<file path="config.mk">
export PLATFORM = sky130hd
export DESIGN_NAME = mulmod_3529_seq
export DESIGN_NICKNAME = d
export VERILOG_FILES = /design/src/rtl/mulmod_3529_seq_pkg.sv /design/src/rtl/mod_add_sub_3529.sv /design/src/rtl/mulmod_3529_seq.sv
export SDC_FILE = /design/constraint.sdc
export NUM_CORES = 1
export LEC_CHECK = 0
export ABC_AREA = 1
export CORE_MARGIN = 2
export CORE_UTILIZATION = 54
export CTS_BUF_LIST = sky130_fd_sc_hd__clkbuf_16
export CTS_CLUSTER_DIAMETER = 120
export DETAILED_ROUTE_END_ITERATION = 12
export GPL_TIMING_DRIVEN = 0
export PLACE_DENSITY = 0.79
export SLEW_MARGIN = 5
export SYNTH_ARGS = -nofsm -noshare
export SYNTH_HDL_FRONTEND = slang
export SYNTH_HIERARCHICAL = 1
export SYNTH_SLANG_ARGS = --single-unit
</file>
<file path="constraint.sdc">
create_clock -name clk -period 4.86 [get_ports clk]
set_input_delay 0.972 -clock clk [delete_from_list [all_inputs] [get_ports clk]]
set_output_delay 0.972 -clock clk [all_outputs]
set_load 0.02 [all_outputs]
</file>
<file path="src/rtl/mulmod_3529_seq_pkg.sv">
// Shared constants for the mod-3529 datapath.
//   Q    : modulus, held at W+1 bits so sums below 2Q compare without extension
//   W    : operand/result width
//   CW   : iteration counter width
//   ST_* : controller state encoding
package mulmod_3529_seq_pkg;

   localparam int W  = 12;
   localparam int CW = 4;

   localparam logic [W:0] Q = 13'd3529;

   localparam logic [1:0] ST_IDLE = 2'd0;
   localparam logic [1:0] ST_RUN  = 2'd1;
   localparam logic [1:0] ST_DONE = 2'd2;

endpackage

</file>
<file path="src/rtl/mod_add_sub_3529.sv">
// Combinational modular add: s = (x + y) mod Q for x, y < Q.
// Ports:
//   x, y : addends, each already below Q
//   s    : reduced sum, below Q
module mod_add_sub_3529
   import mulmod_3529_seq_pkg::*;
(
   input  logic [W-1:0] x,
   input  logic [W-1:0] y,
   output logic [W-1:0] s
);

   logic [W:0] sum;
   logic       ge_q;

   assign sum  = {1'b0, x} + {1'b0, y};
   assign ge_q = (sum >= Q);

   // The reduced value is below 2**W, so wrapping W-bit arithmetic is exact.
   assign s = sum[W-1:0] - (ge_q ? Q[W-1:0] : '0);

endmodule

</file>
<file path="src/rtl/mulmod_3529_seq.sv">
// Iterative modular multiplier: dout_r = (din_a * din_b) mod 3529.
// MSB-first shift-add with a reduction after every double and every add,
// so no full-width product is ever formed.
// Ports:
//   clk, rst            : clock, synchronous active-high reset
//   in_valid / in_ready : operand handshake (ready only while idle)
//   din_a, din_b        : operands, any 12-bit value
//   out_valid/out_ready : result handshake
//   dout_r              : reduced result, held after it is consumed
//
//   state   | meaning
//   IDLE    | waiting for operands
//   RUN     | processing one multiplier bit per cycle, MSB first
//   DONE    | result presented, waiting for out_ready
module mulmod_3529_seq
   import mulmod_3529_seq_pkg::*;
(
   input  logic         clk,
   input  logic         rst,
   input  logic         in_valid,
   output logic         in_ready,
   input  logic [W-1:0] din_a,
   input  logic [W-1:0] din_b,
   output logic         out_valid,
   input  logic         out_ready,
   output logic [W-1:0] dout_r
);

   logic [1:0]    state;
   logic [CW-1:0] cnt;
   logic [W-1:0]  a_q;
   logic [W-1:0]  b_q;
   logic [W-1:0]  acc;
   logic [W-1:0]  dbl;
   logic [W-1:0]  dbl_add;
   logic [W-1:0]  step;

   assign in_ready  = (state == ST_IDLE) && !rst;
   assign out_valid = (state == ST_DONE);

   mod_add_sub_3529 u_dbl (
      .x (acc),
      .y (acc),
      .s (dbl)
   );

   mod_add_sub_3529 u_add (
      .x (dbl),
      .y (a_q),
      .s (dbl_add)
   );

   assign step = b_q[cnt] ? dbl_add : dbl;

   always_ff @(posedge clk) begin
      if (rst) begin
         state  <= ST_IDLE;
         cnt    <= '0;
         acc    <= '0;
         a_q    <= '0;
         b_q    <= '0;
         dout_r <= '0;
      end else begin
         case (state)
            ST_IDLE: begin
               if (in_valid) begin
                  // 4095 < 2Q, so a single subtract fully reduces a.
                  a_q   <= (din_a >= Q[W-1:0]) ? din_a - Q[W-1:0] : din_a;
                  // b only steers the loop bit by bit, so it stays unreduced.
                  b_q   <= din_b;
                  acc   <= '0;
                  cnt   <= CW'(W - 1);
                  state <= ST_RUN;
               end
            end
            ST_RUN: begin
               acc <= step;
               if (cnt == '0) begin
                  dout_r <= step;
                  state  <= ST_DONE;
               end else begin
                  cnt <= cnt - 1'b1;
               end
            end
            ST_DONE: begin
               if (out_ready) begin
                  state <= ST_IDLE;
               end
            end
            default: state <= ST_IDLE;
         endcase
      end
   end

endmodule

</file>
==> results of run 1 <==
[layout make-up]
| cell class | instances | area (um2) | share of cell area [%] |
|---|---|---|---|
| multi-input cells | 680 | 4540 | 59.8 |
| flip-flops and latches | 54 | 1090 | 14.4 |
| repair buffers | 104 | 891 | 11.7 |
| inverters | 157 | 604 | 7.97 |
| well taps | 133 | 166 | 2.19 |
| plain buffers | 21 | 129 | 1.70 |
| clock buffers | 5 | 125 | 1.65 |
| clock inverters | 3 | 42.5 | 0.561 |
[cell families after synthesis]
family,synth area share [%]
AND/OR/NAND/NOR,43.2
buffers and inverters,13.2
AO/OA/AOI/OAI,9.39
flip-flops,19.8
adder cells (fa/ha/maj),10.1
XOR/XNOR,4.25
[registers in the layout (all words and copies together) (netlist names)]
signal	flops
cnt	4
a_q	12
b_q	12
state	2
acc	12
dout_r	12
[cells in the final DEF, fill, tap and decap left out, types with 3 or more instances in the layout]
cell	count
a21oi_1	36
a21oi_2	8
a21oi_4	6
buf_2	7
buf_4	62
buf_6	7
clkbuf_1	7
clkbuf_16	5
clkdlybuf4s50_1	41
dfxtp_1	48
dfxtp_2	5
ha_1	12
ha_4	27
inv_1	140
inv_2	14
nand2_1	216
nand2_2	57
nand2_4	14
nand3_1	75
nand3_2	35
nand4_1	18
nor2_1	81
nor2_2	11
nor3_4	3
o21ai_0	26
o21ai_2	3
xnor2_1	4
xor2_1	8
xor2_2	5
xor2_4	5
[worst reg2reg max path: cells and delay by family (launching register included)]
kind / cells / cell delay [ns]
xor+xnor: 2 / 0.37
fa+ha+maj: 6 / 1.30
simple gates: 36 / 3.14
buf+inv: 5 / 0.33
compound gates: 2 / 0.26
flops: 1 / 0.37
[per-stage QoR]
step | setup WS [ns] | cells | instance area, um2
3_3_place_gp | -1.19 | 1086 | 6240
2_1_floorplan | -0.200 | 912 | 5670
3_5_place_dp | -1.19 | 1086 | 6240
6_report | -0.998 | 1157 | 7590
4_1_cts | -0.760 | 1137 | 7160
5_1_grt | -1.29 | 1157 | 7590
[timing repair]
| action | in CTS | in global routing |
|---|---|---|
| resized for setup | 87 | 67 |
| cloned | 0 | 0 |
| setup endpoints to repair | 24 | 24 |
| buffers inserted | 43 | 20 |
| pin swaps | 52 | 67 |
[layer usage]
layer	vias up	routed length, um	track usage (%)	share of wire (%)
met3	59	790	3.45	4.7
met2	211	8250	49.0	50
met1	2762	7040	34.6	42
met4	0	569	10.4	3.4
li1	3124	-	-	-
met5	-	0	0	0
[path summary, 6_finish.rpt]
| kind | slack [ns] | end | startpoint |
|---|---|---|---|
| max reg2reg | -1.0 | dout_r[10]$_SDFFE_PP0P_ | acc[0]$_SDFFE_PP0P_ |
| min reg2reg | 0.47 | b_q[1]$_SDFFE_PP0P_ | b_q[1]$_SDFFE_PP0P_ |
| min | 0.47 | b_q[1]$_SDFFE_PP0P_ | b_q[1]$_SDFFE_PP0P_ |
| max | -1.0 | dout_r[10]$_SDFFE_PP0P_ | acc[0]$_SDFFE_PP0P_ |
==> flow_summary.json, run 1 <==
{
  "io_pins": 42,
  "dp_hpwl_um": 10900,
  "utilization_pct": 77.6,
  "drive_gt1_share_pct": 28.7,
  "critPathBufInv": 5,
  "rows": 36,
  "crit_path_top_delay_cell": "fa_2",
  "cts_hold_buffers": 0,
  "nets": 1094,
  "syn_inst": 912,
  "hold_violations": 0,
  "area_growth_syn_to_layout_pct": 39.2,
  "crit_arrival_ns": 6.06,
  "drc_errors": 0,
  "synth_cell_types": 38,
  "overflow": 0,
  "ys_seq_area_share_pct": 19.8,
  "ys.flop_type": "dfxtp_1",
  "synthArstFlopShare_pct": 0,
  "fmax_mhz": 171,
  "dr.pass1.iters": 6,
  "ant_nets": 0,
  "cp.depth": 51,
  "wl_um": 16700,
  "antenna_found_initial": 0,
  "grt_start_max_net_pins": 18,
  "cp.required_ns": 5.06,
  "ys_ff_latch": 54,
  "grt_pass1_wl_um": 25100,
  "reg2reg_depth": 51,
  "ctsHtreeMaxLevel": 2,
  "holdPathStages": 2,
  "synth.avg_cell_area_um2": 5.98,
  "synth_top_area_share_pct": 19.8,
  "fp.dieH_um": 104,
  "synthTopCellsByCount": "nand2_1, inv_1, nand3_1",
  "end_kind": "flop",
  "drt-initial-drc-count": 378,
  "root_buffer": "clkbuf_16",
  "diodes": 0,
  "critPathMaxFanout": 5,
  "grt_pass1_vias": 5634,
  "yosysMostFrequentCell": "nand2_1",
  "start_kind": "flop",
  "maxSlewHeadroom_pct": 61.0,
  "violations": "setup timing",
  "synth_area_leaders": "dfxtp_1, nand2_1, inv_1",
  "insertion_delay_ns": 0.30,
  "track_usage_pct": 27.9,
  "via_per_inst": 5.32,
  "tns_ns": -17.62,
  "die_w_um": 104,
  "setup_viol": 24,
  "post-route-period-util_pct": 121,
  "max_slew.worst_pin.slew_ns": 0.585,
  "cts_tree": "yes",
  "syn_area_mm2": 0.00545,
  "cp_top_family": "simple AND/OR/NAND/NOR gates",
  "avgRoutedWirePerCell_um": 14.4,
  "maxCapViolations": 0,
  "die_area_mm2": 0.0109,
  "yosysTopAreaCell": "dfxtp_1",
  "cts.reportedPaths.clkPinSlew_ns": 0.07,
  "critical_path_class": "reg2reg",
  "synth-edff-count": 0,
  "fillCellCount": 721,
  "gp_congestion": 0.890,
  "hold_ws_ns": 0.465,
  "cts_buffers": 5,
  "crit_path_frequent_cell": "nand2_2",
  "cp_slowest_stage_delay_ns": 0.39,
  "io_buffers": 41,
  "vias": 6156,
  "slew_violations": 0,
  "ys_warn_count": 6,
  "clockBufferDepth": 2,
  "design.core.area_mm2": 0.00977,
  "finalCriticalPeriod_ns": 5.86,
  "rsz0062_at_grt": "yes",
  "initial_core_util_pct": 55.8,
  "skew_ns": 0.00274,
  "numClockSinks": 54,
  "setup_ws_ns": -0.998,
  "syn_nets": 983,
  "run_status": "finished, violations left",
  "min_path_type": "reg2reg"
}
Power of run 1 is left out: the tool's default activity adds up to more than one toggle a clock period on the data nets, which glitch-free logic cannot reach.
==> inputs of run 2 (changes only) <==
CORE_ASPECT_RATIO = 1.2   (was default)
==> flow_summary.json, run 2 (synthesis gave the netlist of run 1 again) <==
{
  "end_kind": "flop",
  "post-route-period-util_pct": 127,
  "critical_path_class": "reg2reg",
  "holdPathStages": 2,
  "design.core.area_mm2": 0.00991,
  "overflow": 0,
  "nets": 1096,
  "critPathBufInv": 6,
  "final_cell_mix": "nand2_1, inv_1, nor2_1",
  "drt-initial-drc-count": 589,
  "ctsHtreeMaxLevel": 2,
  "max_slew.worst_pin.slew_ns": 0.575,
  "die_w_um": 95.7,
  "fmax_mhz": 162,
  "grt_start_max_net_pins": 18,
  "area_growth_syn_to_layout_pct": 42.1,
  "root_buffer": "clkbuf_16",
  "io_pins": 42,
  "min_path_type": "reg2reg",
  "cts_buffers": 5,
  "die_area_mm2": 0.0109,
  "antenna_found_initial": 0,
  "avgRoutedWirePerCell_um": 16.2,
  "io_buffers": 41,
  "r2r_slack_ns": -1.30,
  "start_kind": "flop",
  "dp_slack_ns": -1.20,
  "vias": 6498,
  "numClockSinks": 54,
  "rows": 40,
  "fp.dieH_um": 114,
  "critPathMaxFanout": 5,
  "reg2reg_depth": 44,
  "skew_ns": 0.0102,
  "r2r-end": "dout_r[11]$_SDFFE_PP0P_",
  "cp_top_family": "simple AND/OR/NAND/NOR gates",
  "final_cells": 1152,
  "cp_slowest_stage_delay_ns": 0.41,
  "run_status": "finished, violations left",
  "cp.required_ns": 5.06,
  "crit_path_frequent_cell": "nand2_1",
  "grt_pass1_wl_um": 25900,
  "cts_tree": "yes",
  "hold_ws_ns": 0.457,
  "reg2reg_from": "acc[0]$_SDFFE_PP0P_",
  "crit_path_top_delay_cell": "fa_2",
  "grt_pass1_vias": 5975,
  "maxCapViolations": 0,
  "dp_hpwl_um": 11200,
  "via_per_inst": 5.64,
  "worstHoldStart": "b_q[1]$_SDFFE_PP0P_",
  "rsz0062_at_grt": "yes",
  "dpl.cell_count": 1079,
  "mostFrequentLayoutCell": "nand2_1",
  "gp_congestion": 0.893,
  "insertion_delay_ns": 0.30,
  "track_usage_pct": 29.9,
  "setup_ws_ns": -1.30,
  "diodes": 0,
  "dr.pass1.iters": 6,
  "clockBufferDepth": 2,
  "crit_arrival_ns": 6.36,
  "cts.reportedPaths.clkPinSlew_ns": 0.07,
  "drive_gt1_share_pct": 31.5,
  "violations": "setup timing",
  "initial_core_util_pct": 55.0,
  "setup_viol": 24,
  "slew_violations": 0,
  "drc_errors": 0,
  "hold_path_end": "b_q[1]$_SDFFE_PP0P_",
  "hold_violations": 0,
  "wl_um": 18600,
  "ant_nets": 0,
  "finalCriticalPeriod_ns": 6.16,
  "stdcell_area_mm2": 0.00775,
  "maxSlewHeadroom_pct": 61.7,
  "placed_cell_area_mm2": 0.00623
}
-- run 2: cell types whose count changed in the layout (fill, tap and decap cells not counted), moves of 5 or more --
| cell | previous run | this run |
|---|---|---|
| nand3_1 | 75 | 65 |
| a21oi_2 | 8 | 13 |
| nand2_2 | 57 | 64 |
| a21oi_1 | 36 | 31 |
| nand3_2 | 35 | 42 |
| nand2_1 | 216 | 206 |
-- run 2: metal layers --
layer | wire length [um] | track usage, % | part of all wire (%) | vias to the layer above
li1 | - | - | - | 3103
met1 | 6890 | 31.3 | 37 | 2953
met2 | 9480 | 56.4 | 51 | 329
met3 | 1160 | 4.02 | 6.2 | 113
met4 | 1110 | 15.6 | 5.9 | 0
met5 | 0 | 0 | 0 | -
-- run 2: layout make-up --
| type | instances | area, um2 |
|---|---|---|
| multi-input combinational | 680 | 4700 |
| fill | 698 | 2160 |
| sequential | 54 | 1090 |
| timing repair buffer | 106 | 913 |
| inverter | 157 | 604 |
| tap | 126 | 158 |
| buffer | 21 | 129 |
| clock buffer | 5 | 125 |
| clock inverter | 3 | 20.0 |
-- run 2: through the flow --
step                util, %  TNS (ns)
floorplan                 -     -1.48
global placement       62.9    -18.70
detailed placement     62.9    -20.20
CTS                    72.5    -10.30
global route           78.2    -25.09
finish                 78.2    -21.70
-- run 2: what timing repair did --
item | in CTS | in global routing
pin swaps | 58 | 74
hold buffers | 0 | 0
endpoints found under the setup margin | 24 | 24
resized for setup | 79 | 113
buffers inserted | 54 | 13
-- run 2: worst register-to-register path: cells and delay by family, from the launching register on --
| kind | cells | cell delay (ns) |
|---|---|---|
| xor+xnor | 2 | 0.55 |
| buf+inv | 6 | 0.41 |
| fa+ha+maj | 5 | 1.44 |
| compound gates | 3 | 0.49 |
| flops | 1 | 0.37 |
| simple gates | 28 | 2.83 |
-- run 2: worst max-delay path by stage --
stage                                    to  depth (start not counted)  slack, ns                 from
floorplan            dout_r[9]$_SDFFE_PP0P_                         50      -0.20  acc[0]$_SDFFE_PP0P_
global placement    dout_r[11]$_SDFFE_PP0P_                         48      -1.14  acc[0]$_SDFFE_PP0P_
detailed placement  dout_r[11]$_SDFFE_PP0P_                         48      -1.20  acc[0]$_SDFFE_PP0P_
CTS                 dout_r[11]$_SDFFE_PP0P_                         45      -0.69  acc[0]$_SDFFE_PP0P_
global route        dout_r[10]$_SDFFE_PP0P_                         46      -1.43  acc[0]$_SDFFE_PP0P_
finish              dout_r[11]$_SDFFE_PP0P_                         44      -1.30  acc[0]$_SDFFE_PP0P_
Power of run 2 is left out for the same reason.
==> inputs of run 3 (changes only) <==
CELL_PAD_IN_SITES_DETAIL_PLACEMENT = 1   (was default)
CELL_PAD_IN_SITES_GLOBAL_PLACEMENT = 1   (was default)
CORE_UTILIZATION = 38   (was 54)
==> flow_summary.json, run 3 (synthesis gave the netlist of run 1 again) <==
{
  "drive_gt1_share_pct": 29.1,
  "design.core.area_mm2": 0.0139,
  "dr.pass1.iters": 4,
  "vias": 6136,
  "grt_start_max_net_pins": 17,
  "cts_buffers": 5,
  "io_pins": 42,
  "io_buffers": 41,
  "cp_slowest_stage_delay_ns": 0.38,
  "overflow": 0,
  "dp_hpwl_um": 13600,
  "critPathMaxFanout": 5,
  "via_per_inst": 5.20,
  "area_growth_syn_to_layout_pct": 39.2,
  "finalCriticalPeriod_ns": 5.96,
  "crit_arrival_ns": 6.15,
  "fillCellCount": 1837,
  "rows": 47,
  "met3WireLength_um": 310,
  "cp.required_ns": 5.06,
  "insertion_delay_ns": 0.29,
  "utilization_pct": 54.5,
  "cts_hold_buffers": 0,
  "track_usage_pct": 23.6,
  "post-route-period-util_pct": 123,
  "hold_violations": 0,
  "cts.reportedPaths.clkPinSlew_ns": 0.07,
  "grt_pass1_vias": 6168,
  "numClockSinks": 54,
  "critical_path_class": "reg2reg",
  "crit_path_top_delay_cell": "fa_2",
  "die_area_mm2": 0.0153,
  "drt-initial-drc-count": 229,
  "avgRoutedWirePerCell_um": 16.7,
  "maxCapViolations": 0,
  "run_status": "finished, violations left",
  "fp.dieH_um": 135,
  "ctsHtreeMaxLevel": 2,
  "gp_congestion": 0.820,
  "grt_pass1_wl_um": 29200,
  "max_slew.worst_pin.slew_ns": 0.712,
  "min_path_type": "reg2reg",
  "diodes": 0,
  "drt-met1-wl_um": 8070,
  "top_layer": "met4",
  "nets": 1079,
  "initial_core_util_pct": 39.1,
  "setup_viol": 24,
  "end_kind": "flop",
  "cts_tree": "yes",
  "skew_ns": 0.00661,
  "drc_errors": 0,
  "maxSlewHeadroom_pct": 52.5,
  "start_kind": "flop",
  "ant_nets": 0,
  "final_cell_mix": "nand2_1, inv_1, nor2_1",
  "rsz0062_at_grt": "yes",
  "antenna_found_initial": 0,
  "fmax_mhz": 168,
  "wl_met2_um": 10700,
  "slew_violations": 0,
  "clockBufferDepth": 2,
  "wl_um": 19600,
  "violations": "setup timing",
  "setup_ws_ns": -1.10,
  "die_w_um": 113,
  "mostFrequentLayoutCell": "nand2_1",
  "root_buffer": "clkbuf_16"
}
[run 3: changes by cell type in the layout (fill, tap and decap cells not counted), moves of 3 or more]
cell / delta
dfxtp_1: +4
dfxtp_2: -4
buf_6: -3
nand2_1: +3
ha_4: -3
nand3_1: +5
buf_4: -14
nand3_2: -5
[run 3: path summary, 6_finish.rpt]
check,endpoint,depth (start not counted),from,slack [ns]
max,dout_r[11]$_SDFFE_PP0P_,44,acc[0]$_SDFFE_PP0P_,-1.10
min reg2reg,b_q[2]$_SDFFE_PP0P_,2,b_q[2]$_SDFFE_PP0P_,0.45
max reg2reg,dout_r[11]$_SDFFE_PP0P_,44,acc[0]$_SDFFE_PP0P_,-1.10
min,b_q[2]$_SDFFE_PP0P_,2,b_q[2]$_SDFFE_PP0P_,0.45
[run 3: what timing repair did]
item                                    in CTS  in global routing
setup buffers                               36                 13
endpoints found under the setup margin      24                 24
gates resized for setup                     84                 92
pin swaps                                   50                 66
[run 3: through the flow]
step / area (um2) / TNS [ns] / hold slack, ns / setup WS (ns) / instances
floorplan: 5670 / -1.48 / 0.424 / -0.200 / 912
global placement: 6290 / -23.08 / 0.437 / -1.35 / 1124
detailed placement: 6290 / -24.23 / 0.443 / -1.40 / 1124
CTS: 7120 / -13.70 / 0.453 / -0.878 / 1166
global route: 7590 / -25.75 / 0.497 / -1.39 / 1179
finish: 7590 / -18.61 / 0.452 / -1.10 / 1179
[run 3: worst max-delay path: cells and delay by family (launching register included)]
kind                       cells  cell delay (ns)
xor gates and xnor gates       3             0.54
buffers and inverters          4             0.22
adders and majority gates      6             1.45
and+or+nand+nor               30             3.11
AOI/OAI and AO/OA              1             0.13
DFF                            1             0.37
[run 3: layer usage]
| layer | global-route usage, % | vias up |
|---|---|---|
| met5 | 0 | - |
| met2 | 46.0 | 92 |
| met3 | 1.97 | 38 |
| met4 | 8.60 | 0 |
| met1 | 26.4 | 2930 |
| li1 | - | 3076 |
[run 3: cell type report]
class	instances	area [um2]	share of cell area, %
Inverter	157	609	8.03
Clock buffer	5	125	1.65
Tap cell	171	214	2.82
Buffer	21	129	1.70
Sequential cell	54	1090	14.3
Timing Repair Buffer	89	774	10.2
Multi-Input combinational cell	680	4640	61.1
Clock inverter	2	15.0	0.198
Power of run 3 is left out for the same reason.
